--- config.mk ---
export PLATFORM = sky130hd
export DESIGN_NAME = sid_mix_engine_flat
export DESIGN_NICKNAME = d
export VERILOG_FILES = /design/src/rtl/sid_pkg.sv /design/src/rtl/sid_mix_engine_if.sv /design/src/rtl/sid_mdac_tm.sv /design/src/rtl/sid_mix_engine.sv /design/src/flat_wrapper.sv
export SDC_FILE = /design/constraint.sdc
export NUM_CORES = 1
export LEC_CHECK = 0
export CAP_MARGIN = 30
export CORE_AREA = 2 2 245 150
export DETAILED_ROUTE_END_ITERATION = 10
export DIE_AREA = 0 0 247 152
export PLACE_DENSITY = 0.86
export SETUP_SLACK_MARGIN = 0.15
export SLEW_MARGIN = 20
export SYNTH_ARGS = -nofsm -noshare
export SYNTH_HDL_FRONTEND = slang
export SYNTH_HIERARCHICAL = 1
export SYNTH_SLANG_ARGS = --single-unit
--- constraint.sdc ---
create_clock -name CLK -period 7.6 [get_ports CLK]
set_input_delay 1.52 -clock CLK [delete_from_list [all_inputs] [get_ports CLK]]
set_output_delay 1.52 -clock CLK [all_outputs]
set_load 0.05 [all_outputs]
--- src/rtl/sid_pkg.sv ---
`default_nettype none
// ============================================================================
//  Module      : sid_pkg
//  Description : Shared register map, FSM state encoding and saturation
//                helper for the SID voice mixing engine.
//  Revision    : 1.0  initial release
// ============================================================================
package sid_pkg;

    // Register map (5-bit address space)
    localparam logic [4:0] c_ADDR_ROUTE_LO = 5'h17;  // bits[2:0]: voices 0-2 to filter
    localparam logic [4:0] c_ADDR_MODE_VOL = 5'h18;  // bits[6:4]: HP/BP/LP, bits[3:0]: volume
    localparam logic [4:0] c_ADDR_ROUTE_HI = 5'h1D;  // bits[4:0]: voices 3-7 to filter

    // Term scaling: mdac-equivalent shift, then the per-voice mix shift
    localparam int c_MDAC_SHIFT = 4;
    localparam int c_MIX_SHIFT  = 3;

    localparam logic [3:0] c_VOL_RESET = 4'hF;

    typedef enum logic [2:0] {
        ST_IDLE  = 3'd0,
        ST_MAC   = 3'd1,
        ST_DRAIN = 3'd2,
        ST_MIX   = 3'd3,
        ST_VOL   = 3'd4
    } sid_state_e;

    // Clamp a signed value to the range of an out_w-bit signed number.
    function automatic logic signed [31:0] saturate(input logic signed [31:0] val,
                                                    input int                 out_w);
        logic signed [31:0] hi;
        logic signed [31:0] lo;
        hi = (32'sd1 <<< (out_w - 1)) - 32'sd1;
        lo = ~hi;
        if (val > hi) begin
            return hi;
        end else if (val < lo) begin
            return lo;
        end
        return val;
    endfunction

endpackage
`default_nettype wire

--- src/rtl/sid_mix_engine_if.sv ---
`default_nettype none
// ============================================================================
//  Module      : sid_mix_engine_if
//  Description : Register write bus of the SID mixing engine (strobe,
//                address, data). The host drives it through the master
//                modport; the engine samples it through the slave modport.
//  Revision    : 1.0  initial release
// ============================================================================
interface sid_mix_engine_if;
    import sid_pkg::*;

    logic       WR;
    logic [4:0] ADDR;
    logic [7:0] DATAW;

    modport master (output WR, ADDR, DATAW);
    modport slave  (input  WR, ADDR, DATAW);

endinterface
`default_nettype wire

--- src/rtl/sid_mdac_tm.sv ---
`default_nettype none
// ============================================================================
//  Module      : sid_mdac_tm
//  Description : Registered signed-by-unsigned multiplier shared by all
//                voices. The voice is offset-binary, so inverting its MSB
//                yields two's complement; the envelope is zero-extended.
//                Maps onto a single DSP multiplier with output register.
//  Revision    : 1.0  initial release
// ============================================================================
module sid_mdac_tm
    import sid_pkg::*;
#(
    parameter int VOICE_W = 12,
    parameter int ENV_W   = 8
) (
    input  logic                            CLK,
    input  logic                            RST_N,
    input  logic                            i_en,
    input  logic [VOICE_W-1:0]              i_voice,
    input  logic [ENV_W-1:0]                i_env,
    output logic signed [VOICE_W+ENV_W:0]   o_prod
);

    localparam int c_PROD_W = VOICE_W + ENV_W + 1;

    logic signed [c_PROD_W-1:0] w_a;
    logic signed [c_PROD_W-1:0] w_b;
    logic signed [c_PROD_W-1:0] w_prod;
    logic signed [c_PROD_W-1:0] r_prod;

    assign w_a    = c_PROD_W'($signed({~i_voice[VOICE_W-1], i_voice[VOICE_W-2:0]}));
    assign w_b    = c_PROD_W'($signed({1'b0, i_env}));
    assign w_prod = w_a * w_b;

    // Product register, loaded only while a voice is being issued
    always_ff @(posedge CLK or negedge RST_N) begin
        if (!RST_N) begin
            r_prod <= '0;
        end else if (i_en) begin
            r_prod <= w_prod;
        end
    end

    assign o_prod = r_prod;

endmodule
`default_nettype wire

--- src/rtl/sid_mix_engine.sv ---
`default_nettype none
// ============================================================================
//  Module      : sid_mix_engine
//  Description : Per-sample voice mixer. On CLKen each voice is scaled by
//                its envelope through one shared multiplier, summed into a
//                filter or bypass accumulator, the filter bus is presented,
//                selected filter outputs are mixed back in and the result is
//                scaled by the master volume.
//  Revision    : 1.0  initial release
// ============================================================================
module sid_mix_engine
    import sid_pkg::*;
#(
    parameter int NUM_VOICES = 3,
    parameter int VOICE_W    = 12,
    parameter int ENV_W      = 8,
    parameter int OUT_W      = 16
) (
    input  logic                            CLK,
    input  logic                            RST_N,
    input  logic                            CLKen,
    sid_mix_engine_if.slave                 bus,
    input  logic [NUM_VOICES*VOICE_W-1:0]   VOICE_IN,
    input  logic [NUM_VOICES*ENV_W-1:0]     ENV_IN,
    input  logic signed [OUT_W-1:0]         FILT_LP,
    input  logic signed [OUT_W-1:0]         FILT_BP,
    input  logic signed [OUT_W-1:0]         FILT_HP,
    output logic signed [OUT_W-1:0]         PRE_FILTER,
    output logic signed [OUT_W-1:0]         OUTPUT,
    output logic                            OUT_VALID,
    output logic                            OVERRUN
);

    localparam int c_ACC_W  = OUT_W + 3;            // headroom for 8 full-scale terms
    localparam int c_SUM_W  = c_ACC_W + 2;          // bypass plus three filter outputs
    localparam int c_PROD_W = VOICE_W + ENV_W + 1;
    localparam int c_VP_W   = OUT_W + 4;            // sample x 4-bit volume
    localparam int c_IDX_W  = 4;                    // counts 0..NUM_VOICES

    logic                           r_rst_sync;
    logic                           w_rst_n;
    sid_state_e                     r_state;
    logic [c_IDX_W-1:0]             r_idx;
    logic [2:0]                     r_term_idx;
    logic                           r_prod_vld;
    logic [NUM_VOICES*VOICE_W-1:0]  r_voice;
    logic [NUM_VOICES*ENV_W-1:0]    r_env;
    logic signed [c_ACC_W-1:0]      r_acc_f;
    logic signed [c_ACC_W-1:0]      r_acc_b;
    logic signed [OUT_W-1:0]        r_post;
    logic signed [OUT_W-1:0]        r_pre_filter;
    logic signed [OUT_W-1:0]        r_output;
    logic                           r_out_valid;
    logic                           r_overrun;
    logic [7:0]                     r_route;
    logic [2:0]                     r_mode;
    logic [3:0]                     r_vol;

    logic [VOICE_W-1:0]             w_voice_sel;
    logic [ENV_W-1:0]               w_env_sel;
    logic signed [c_PROD_W-1:0]     w_prod;
    logic signed [c_ACC_W-1:0]      w_term;
    logic                           w_route_bit;
    logic                           w_mac_en;
    logic signed [c_ACC_W-1:0]      w_acc_f_next;
    logic signed [c_ACC_W-1:0]      w_acc_b_next;
    logic signed [c_SUM_W-1:0]      w_mix_sum;
    logic signed [c_VP_W-1:0]       w_vol_prod;
    logic                           w_unused_bits;

    // Reset asserts immediately; release waits for one CLK edge so the
    // second edge after release is the first that can start a sequence.
    always_ff @(posedge CLK or negedge RST_N) begin
        if (!RST_N) begin
            r_rst_sync <= 1'b0;
        end else begin
            r_rst_sync <= 1'b1;
        end
    end

    assign w_rst_n = r_rst_sync;

    // Pick the snapshot slice for the voice currently being issued
    always_comb begin
        w_voice_sel = '0;
        w_env_sel   = '0;
        for (int k = 0; k < NUM_VOICES; k++) begin
            if (r_idx == c_IDX_W'(k)) begin
                w_voice_sel = r_voice[k*VOICE_W +: VOICE_W];
                w_env_sel   = r_env[k*ENV_W +: ENV_W];
            end
        end
    end

    assign w_mac_en = (r_state == ST_MAC);

    sid_mdac_tm #(
        .VOICE_W (VOICE_W),
        .ENV_W   (ENV_W)
    ) u_mdac (
        .CLK     (CLK),
        .RST_N   (w_rst_n),
        .i_en    (w_mac_en),
        .i_voice (w_voice_sel),
        .i_env   (w_env_sel),
        .o_prod  (w_prod)
    );

    assign w_term      = c_ACC_W'((w_prod >>> c_MDAC_SHIFT) >>> c_MIX_SHIFT);
    // Routing is read live, so a write lands on the next voice accumulated
    assign w_route_bit = r_route[r_term_idx];

    // Steer the pending term into one of the two accumulators
    always_comb begin
        w_acc_f_next = r_acc_f;
        w_acc_b_next = r_acc_b;
        if (r_prod_vld) begin
            if (w_route_bit) begin
                w_acc_f_next = r_acc_f + w_term;
            end else begin
                w_acc_b_next = r_acc_b + w_term;
            end
        end
    end

    // Bypass path plus whichever filter outputs the mode bits select
    always_comb begin
        w_mix_sum = c_SUM_W'(r_acc_b);
        if (r_mode[0]) begin
            w_mix_sum = w_mix_sum + c_SUM_W'(FILT_LP);
        end
        if (r_mode[1]) begin
            w_mix_sum = w_mix_sum + c_SUM_W'(FILT_BP);
        end
        if (r_mode[2]) begin
            w_mix_sum = w_mix_sum + c_SUM_W'(FILT_HP);
        end
    end

    assign w_vol_prod = c_VP_W'(r_post) * c_VP_W'($signed({1'b0, r_vol}));

    // Control registers; a write during a sequence applies from the next cycle
    always_ff @(posedge CLK or negedge w_rst_n) begin
        if (!w_rst_n) begin
            r_route <= '0;
            r_mode  <= '0;
            r_vol   <= c_VOL_RESET;
        end else if (bus.WR) begin
            case (bus.ADDR)
                c_ADDR_ROUTE_LO: r_route[2:0] <= bus.DATAW[2:0];
                c_ADDR_ROUTE_HI: r_route[7:3] <= bus.DATAW[4:0];
                c_ADDR_MODE_VOL: begin
                    r_mode <= bus.DATAW[6:4];
                    r_vol  <= bus.DATAW[3:0];
                end
                default: ;
            endcase
        end
    end

    // Sequencer: snapshot, pipelined multiply-accumulate, drain, mix, volume
    always_ff @(posedge CLK or negedge w_rst_n) begin
        if (!w_rst_n) begin
            r_state      <= ST_IDLE;
            r_idx        <= '0;
            r_term_idx   <= '0;
            r_prod_vld   <= 1'b0;
            r_voice      <= '0;
            r_env        <= '0;
            r_acc_f      <= '0;
            r_acc_b      <= '0;
            r_post       <= '0;
            r_pre_filter <= '0;
            r_output     <= '0;
            r_out_valid  <= 1'b0;
            r_overrun    <= 1'b0;
        end else begin
            r_out_valid <= 1'b0;
            r_prod_vld  <= w_mac_en;
            if (CLKen && (r_state != ST_IDLE)) begin
                r_overrun <= 1'b1;
            end
            case (r_state)
                ST_IDLE: begin
                    if (CLKen) begin
                        r_voice <= VOICE_IN;
                        r_env   <= ENV_IN;
                        r_acc_f <= '0;
                        r_acc_b <= '0;
                        r_idx   <= '0;
                        r_state <= ST_MAC;
                    end
                end
                ST_MAC: begin
                    r_acc_f    <= w_acc_f_next;
                    r_acc_b    <= w_acc_b_next;
                    r_term_idx <= r_idx[2:0];
                    r_idx      <= r_idx + 1'b1;
                    if (r_idx == c_IDX_W'(NUM_VOICES - 1)) begin
                        r_state <= ST_DRAIN;
                    end
                end
                ST_DRAIN: begin
                    r_acc_f      <= w_acc_f_next;
                    r_acc_b      <= w_acc_b_next;
                    r_pre_filter <= OUT_W'(saturate(32'(w_acc_f_next), OUT_W));
                    r_state      <= ST_MIX;
                end
                ST_MIX: begin
                    r_post  <= OUT_W'(saturate(32'(w_mix_sum), OUT_W));
                    r_state <= ST_VOL;
                end
                ST_VOL: begin
                    r_output    <= w_vol_prod[OUT_W+3:4];
                    r_out_valid <= 1'b1;
                    r_state     <= ST_IDLE;
                end
                default: r_state <= ST_IDLE;
            endcase
        end
    end

    assign PRE_FILTER = r_pre_filter;
    assign OUTPUT     = r_output;
    assign OUT_VALID  = r_out_valid;
    assign OVERRUN    = r_overrun;

    // DATAW bit 7 has no register behind it; volume fraction bits drop out
    assign w_unused_bits = &{1'b0, bus.DATAW[7], w_vol_prod[3:0]};

endmodule
`default_nettype wire

--- src/flat_wrapper.sv ---
// flat-port wrapper written by rule: the top's interface ports become plain ports
module sid_mix_engine_flat import sid_pkg::*;
#(
    parameter int NUM_VOICES = 3,
    parameter int VOICE_W    = 12,
    parameter int ENV_W      = 8,
    parameter int OUT_W      = 16
)
  (CLK, RST_N, CLKen, VOICE_IN, ENV_IN, FILT_LP, FILT_BP, FILT_HP, PRE_FILTER, OUTPUT, OUT_VALID, OVERRUN, bus_WR, bus_ADDR, bus_DATAW);
  sid_mix_engine_if bus_i ();
  input  logic CLK;
  input  logic RST_N;
  input  logic CLKen;
  input  logic [NUM_VOICES*VOICE_W-1:0] VOICE_IN;
  input  logic [NUM_VOICES*ENV_W-1:0] ENV_IN;
  input  logic signed [OUT_W-1:0] FILT_LP;
  input  logic signed [OUT_W-1:0] FILT_BP;
  input  logic signed [OUT_W-1:0] FILT_HP;
  output logic signed [OUT_W-1:0] PRE_FILTER;
  output logic signed [OUT_W-1:0] OUTPUT;
  output logic OUT_VALID;
  output logic OVERRUN;
  input wire logic [$bits(bus_i.WR)-1:0] bus_WR;
  input wire logic [$bits(bus_i.ADDR)-1:0] bus_ADDR;
  input wire logic [$bits(bus_i.DATAW)-1:0] bus_DATAW;
  assign bus_i.WR = bus_WR;
  assign bus_i.ADDR = bus_ADDR;
  assign bus_i.DATAW = bus_DATAW;
  sid_mix_engine #(.NUM_VOICES(NUM_VOICES), .VOICE_W(VOICE_W), .ENV_W(ENV_W), .OUT_W(OUT_W)) u_core (.CLK(CLK), .RST_N(RST_N), .CLKen(CLKen), .bus(bus_i), .VOICE_IN(VOICE_IN), .ENV_IN(ENV_IN), .FILT_LP(FILT_LP), .FILT_BP(FILT_BP), .FILT_HP(FILT_HP), .PRE_FILTER(PRE_FILTER), .OUTPUT(OUTPUT), .OUT_VALID(OUT_VALID), .OVERRUN(OVERRUN));
endmodule
==> flow_summary.json, run 1 <==
{
  "drt_wl_total_um": 52700,
  "holdWs_ps": 413,
  "dp.cells": 2893,
  "cts_root_buf": "clkbuf_16",
  "clkSlewWorstSetupHoldPaths_ps": 80,
  "hold_class": "reg -> async",
  "fmax_mhz": 138,
  "syn_area_per_cell_um2": 8.56,
  "worstSetupStartpoint": "FILT_LP[0]",
  "setup_viol": 0,
  "cp.depth": 31,
  "period_share": 0.956,
  "die_x_um": 247,
  "cp_data_required_time_ps": 7940,
  "period_needed_ps": 7260,
  "drt-pass1-iter-count": 5,
  "numPortBuffers": 157,
  "wire_per_inst_um": 17.9,
  "start_util": 0.533,
  "grt-ovfl-total": 0,
  "drv_slew": 0,
  "cp_common_cell": "buf_4",
  "drive_above_1_share": 0.125,
  "die_area_um2": 37500,
  "crit_fanout": 13,
  "syn_to_final_growth_pct": 19.6,
  "crit_family": "compound AO/OA/AOI/OAI gates",
  "timing.rr.start": "u_core/r_idx[1]",
  "vias": 17200,
  "grt_setup_unrepaired": "no",
  "rows": 54,
  "grt_pass1_vias": 16800,
  "cts_tree": "done",
  "grt_usage": 0.281,
  "worst_pin_slew_ps": 910,
  "start_kind": "input port",
  "dp_hpwl_um": 40400,
  "grt_pass1_wl_um": 84800,
  "netlist_area_um2": 19000,
  "antenna_found_initial": 3,
  "drcViolationCount": 0,
  "yosys_warnings": 6,
  "drtIter0Drc": 1691,
  "crit_type": "in -> reg",
  "reg2reg_depth": 20,
  "slew_headroom": 0.389,
  "hold_viol": 0,
  "ff2ff_setup_slack_ps": 850,
  "drv_cap": 0,
  "vias_per_cell": 5.84,
  "clk_latency_ps": 470,
  "fin_cells": 2944,
  "slowest_delay_ps": 410,
  "core-area_um2": 35600,
  "place.gp.congestion": 0.931,
  "clockBufferDepth": 2,
  "cts_htree_levels": 4,
  "worst-path-buf-inv": 7,
  "layout.nets": 2868,
  "crit_slowest_cell": "clkdlybuf4s50_1",
  "postSynthCellCount": 2220,
  "r2r_end": "u_core/u_mdac/o_prod[18]",
  "grt_max_degree": 77,
  "status": "complete, no violations",
  "cts-buffers-inserted": 17,
  "setup_tns_ps": 0,
  "ant_nets": 0,
  "ios": 159,
  "die_h_um": 152,
  "clock_skew_ps": 16.7,
  "synth_nets": 2636,
  "clock-sinks": 189,
  "cp.arrival_ps": 7610,
  "end_kind": "register"
}
-- per-layer routing --
layer  wire length, µm  vias to the layer above  GRT usage
met4              1300                        0     0.0786
met2             24300                      708      0.441
li1                  -                     7982          -
met1             23100                     8400      0.396
met5                 0                        -          0
met3              4040                      108     0.0537
-- cell usage in the layout, fill, tap and decap left out, drive strengths merged, types with 9 or more instances in the layout --
cell           instances
and2                  97
nand2b                36
mux2                  46
nor2                 106
a22oi                 21
mux2i                 17
nor3                  26
clkbuf                20
a211oi                24
clkdlybuf4s50        156
a31oi                 16
a21o                  29
dfrtp                185
or3                   16
o31ai                 15
o211ai                24
a21oi                104
and3                  10
buf                  127
nand3b                 9
nand3                 22
fa                   114
or2                   11
inv                  255
nand2                391
o21ai                139
xor2                  30
a22o                  14
ha                   177
o21bai                11
nor2b                 13
o21a                  18
o311ai                10
o221ai                 9
nor3b                 10
xnor2                 60
-- what timing repair did --
item                       4_1_cts  5_1_grt
setup buffers                    1        4
hold buffers                     0        0
gates resized for setup         12       40
cloned                           1        0
setup endpoints to repair       15       16
pin swaps                        5       21
-- worst max-delay path by stage --
stage / end / slack (ps)
2_1_floorplan: u_core/r_post[10] / 260
3_3_place_gp: u_core/r_post[2] / -410
3_5_place_dp: u_core/r_post[2] / -570
4_1_cts: u_core/r_post[2] / 170
5_1_grt: u_core/r_post[10] / 100
6_report: u_core/r_post[13] / 340
-- through the flow --
stage,cell area [µm²],utilization,setup slack (ps)
after floorplan,19000,-,264
after global placement,21700,0.610,-407
after detailed placement,21700,0.610,-565
after CTS,22400,0.628,173
after global routing,22700,0.638,99.7
final,22700,0.638,335
-- final cells by class --
cell class / count / area, µm²
sequential: 189 / 4740
tap: 476 / 596
timing repair buffer: 286 / 2580
clock buffer: 18 / 429
clock inverter: 14 / 150
fill: 2755 / 12900
multi-input combinational: 1708 / 13300
antenna: 3 / 7.51
inverter: 250 / 938
-- worst reg2reg max path: cells and delay by family (launching register included) --
kind | cells | cell delay [ps]
fa+ha+maj | 6 | 2640
compound gates | 7 | 2270
buf+inv | 5 | 680
simple gates | 2 | 640
flops | 1 | 430
-- state kept, by name, indices dropped and copies added, names as in the netlist, 3 cells and up --
register,cells
u_core/r_post,16
u_core/r_term_idx,3
u_core/r_idx,4
u_core/r_acc_f,19
u_core/r_mode,3
u_core/PRE_FILTER,16
u_core/r_acc_b,19
u_core/OUTPUT,16
u_core/r_state,3
u_core/r_env,24
u_core/r_voice,36
u_core/u_mdac/o_prod,14
u_core/r_vol,4
u_core/r_route,8
Power of run 1 is not shown: default switching activity piles up to over one toggle a cycle in this logic, so the estimate is an artifact.
==> run 2: changes to the inputs <==
- PLACE_DENSITY: 0.86 -> 0.81
==> run 2 against run 1 <==
Against the previous run: core utilization increased by 0.68 points; cell count increased by 0.51%; sequential cell count unchanged; final area increased by 1.1%; highest routed layer unchanged.
==> flow_summary.json, run 2 (same netlist as run 1, synthesis figures left out) <==
{
  "grt_setup_unrepaired": "no",
  "holdWs_ps": 189,
  "slew_headroom": 0.390,
  "ant_nets": 0,
  "status": "complete, no violations",
  "drive_above_1_share": 0.133,
  "vias_per_cell": 5.69,
  "drv_cap": 0,
  "start_kind": "input port",
  "drt_wl_total_um": 51800,
  "vias": 16800,
  "pre_cts_ws_ps": -758,
  "clkSlewWorstSetupHoldPaths_ps": 80,
  "clock-sinks": 189,
  "ff2ff_setup_slack_ps": 1090,
  "grt_pass1_wl_um": 84600,
  "crit_fanout": 6,
  "drcViolationCount": 0,
  "cts_hold_buf": 0,
  "timing.rr.start": "u_core/r_acc_b[0]",
  "reg_top3": "u_core/r_voice: 36 flops, u_core/r_env: 24 flops",
  "syn_to_final_growth_pct": 20.9,
  "setup_tns_ps": 0,
  "cts_tree": "done",
  "start_util": 0.533,
  "end_kind": "register",
  "dp_hpwl_um": 39600,
  "die_area_um2": 37500,
  "top_register": "u_core/r_voice",
  "rows": 54,
  "wire_per_inst_um": 17.5,
  "drt-pass1-iter-count": 6,
  "crit_slowest_cell": "or4_4",
  "worst_pin_slew_ps": 913,
  "drv_slew": 0,
  "grt_max_degree": 79,
  "ios": 159,
  "layout_commonest_cell": "nand2_1",
  "clk_latency_ps": 470,
  "cp.arrival_ps": 7630,
  "reg2reg_depth": 27,
  "hold_class": "reg -> async",
  "fin_ws_ps": 361,
  "grt_usage": 0.279,
  "cts_root_buf": "clkbuf_16",
  "layout.nets": 2885,
  "setup_viol": 0,
  "die_x_um": 247,
  "clockBufferDepth": 2,
  "clock_skew_ps": 12.0,
  "slowest_delay_ps": 550,
  "period_needed_ps": 7240,
  "numPortBuffers": 157,
  "r2r_end": "u_core/r_post[11]",
  "cts-buffers-inserted": 17,
  "grt-ovfl-total": 0,
  "fmax_mhz": 138,
  "place.gp.congestion": 0.915,
  "crit_type": "in -> reg",
  "drtIter0Drc": 1607,
  "final_cell_mix": "390 x nand2_1, 248 x inv_1, 184 x dfrtp_1",
  "cp_data_required_time_ps": 7990,
  "die_h_um": 152,
  "hold_viol": 0,
  "core-area_um2": 35600,
  "antenna_found_initial": 1,
  "largest_reg_flops": 36,
  "grt_pass1_vias": 16600,
  "cp_common_cell": "a21oi_2",
  "period_share": 0.953,
  "cts_htree_levels": 4
}
==> run 2: cell count changes in the layout (fill, tap and decap cells not counted), sizes merged <==
cell and change:
buf +18, clkinvlp -1, clkdlybuf4s50 -4, bufinv +1
dlymetal6s2s +4, inv +1, diode -2, clkbuf -2
==> run 2: through the flow <==
stage	area, µm²	cells	util
after CTS	22500	2947	0.633
after floorplan	19000	2220	-
final	23000	2959	0.645
after global placement	21900	2913	0.615
after global routing	23000	2959	0.645
after detailed placement	21900	2914	0.615
==> run 2: area by class of cell <==
class / instances / area (µm²)
inverters: 250 / 938
clock inverters: 15 / 174
repair buffers: 303 / 2730
fillers: 2775 / 12600
clock buffers: 17 / 425
flip-flops and latches: 189 / 4740
multi-input cells: 1708 / 13400
well taps: 476 / 596
diodes: 1 / 2.50
==> run 2: worst max-delay path by stage <==
stage | cells after the start | startpoint | end | slack [ps]
2_1_floorplan | 27 | FILT_LP[0] | u_core/r_post[10] | 260
3_3_place_gp | 27 | FILT_LP[0] | u_core/r_post[2] | -570
3_5_place_dp | 27 | FILT_LP[0] | u_core/r_post[2] | -760
4_1_cts | 30 | FILT_LP[0] | u_core/r_post[2] | 160
5_1_grt | 27 | FILT_LP[6] | u_core/r_post[8] | 140
6_report | 27 | FILT_LP[6] | u_core/r_post[11] | 360
==> run 2: what timing repair did <==
action / in CTS / in global routing
pin swaps: 4 / 31
gates cloned: 1 / 1
resized for setup: 12 / 55
endpoints found under the setup margin: 16 / 16
setup buffers: 0 / 7
==> run 2: critical path: cells and delay by family <==
kind,cells,cell delay (ps)
mux,3,850
buf+inv,3,730
simple gates,6,1760
fa+ha+maj,3,700
compound gates,10,1870
xor+xnor,2,190
==> run 2: routing by layer <==
metal  routed length (µm)  track usage  vias up
met3                 3760       0.0500       81
met5                    0            0        -
li1                     -            -     8021
met2                23000        0.430      598
met1                24000        0.409     8147
met4                 1090       0.0651        0
Power of run 2 is left out for the same reason.
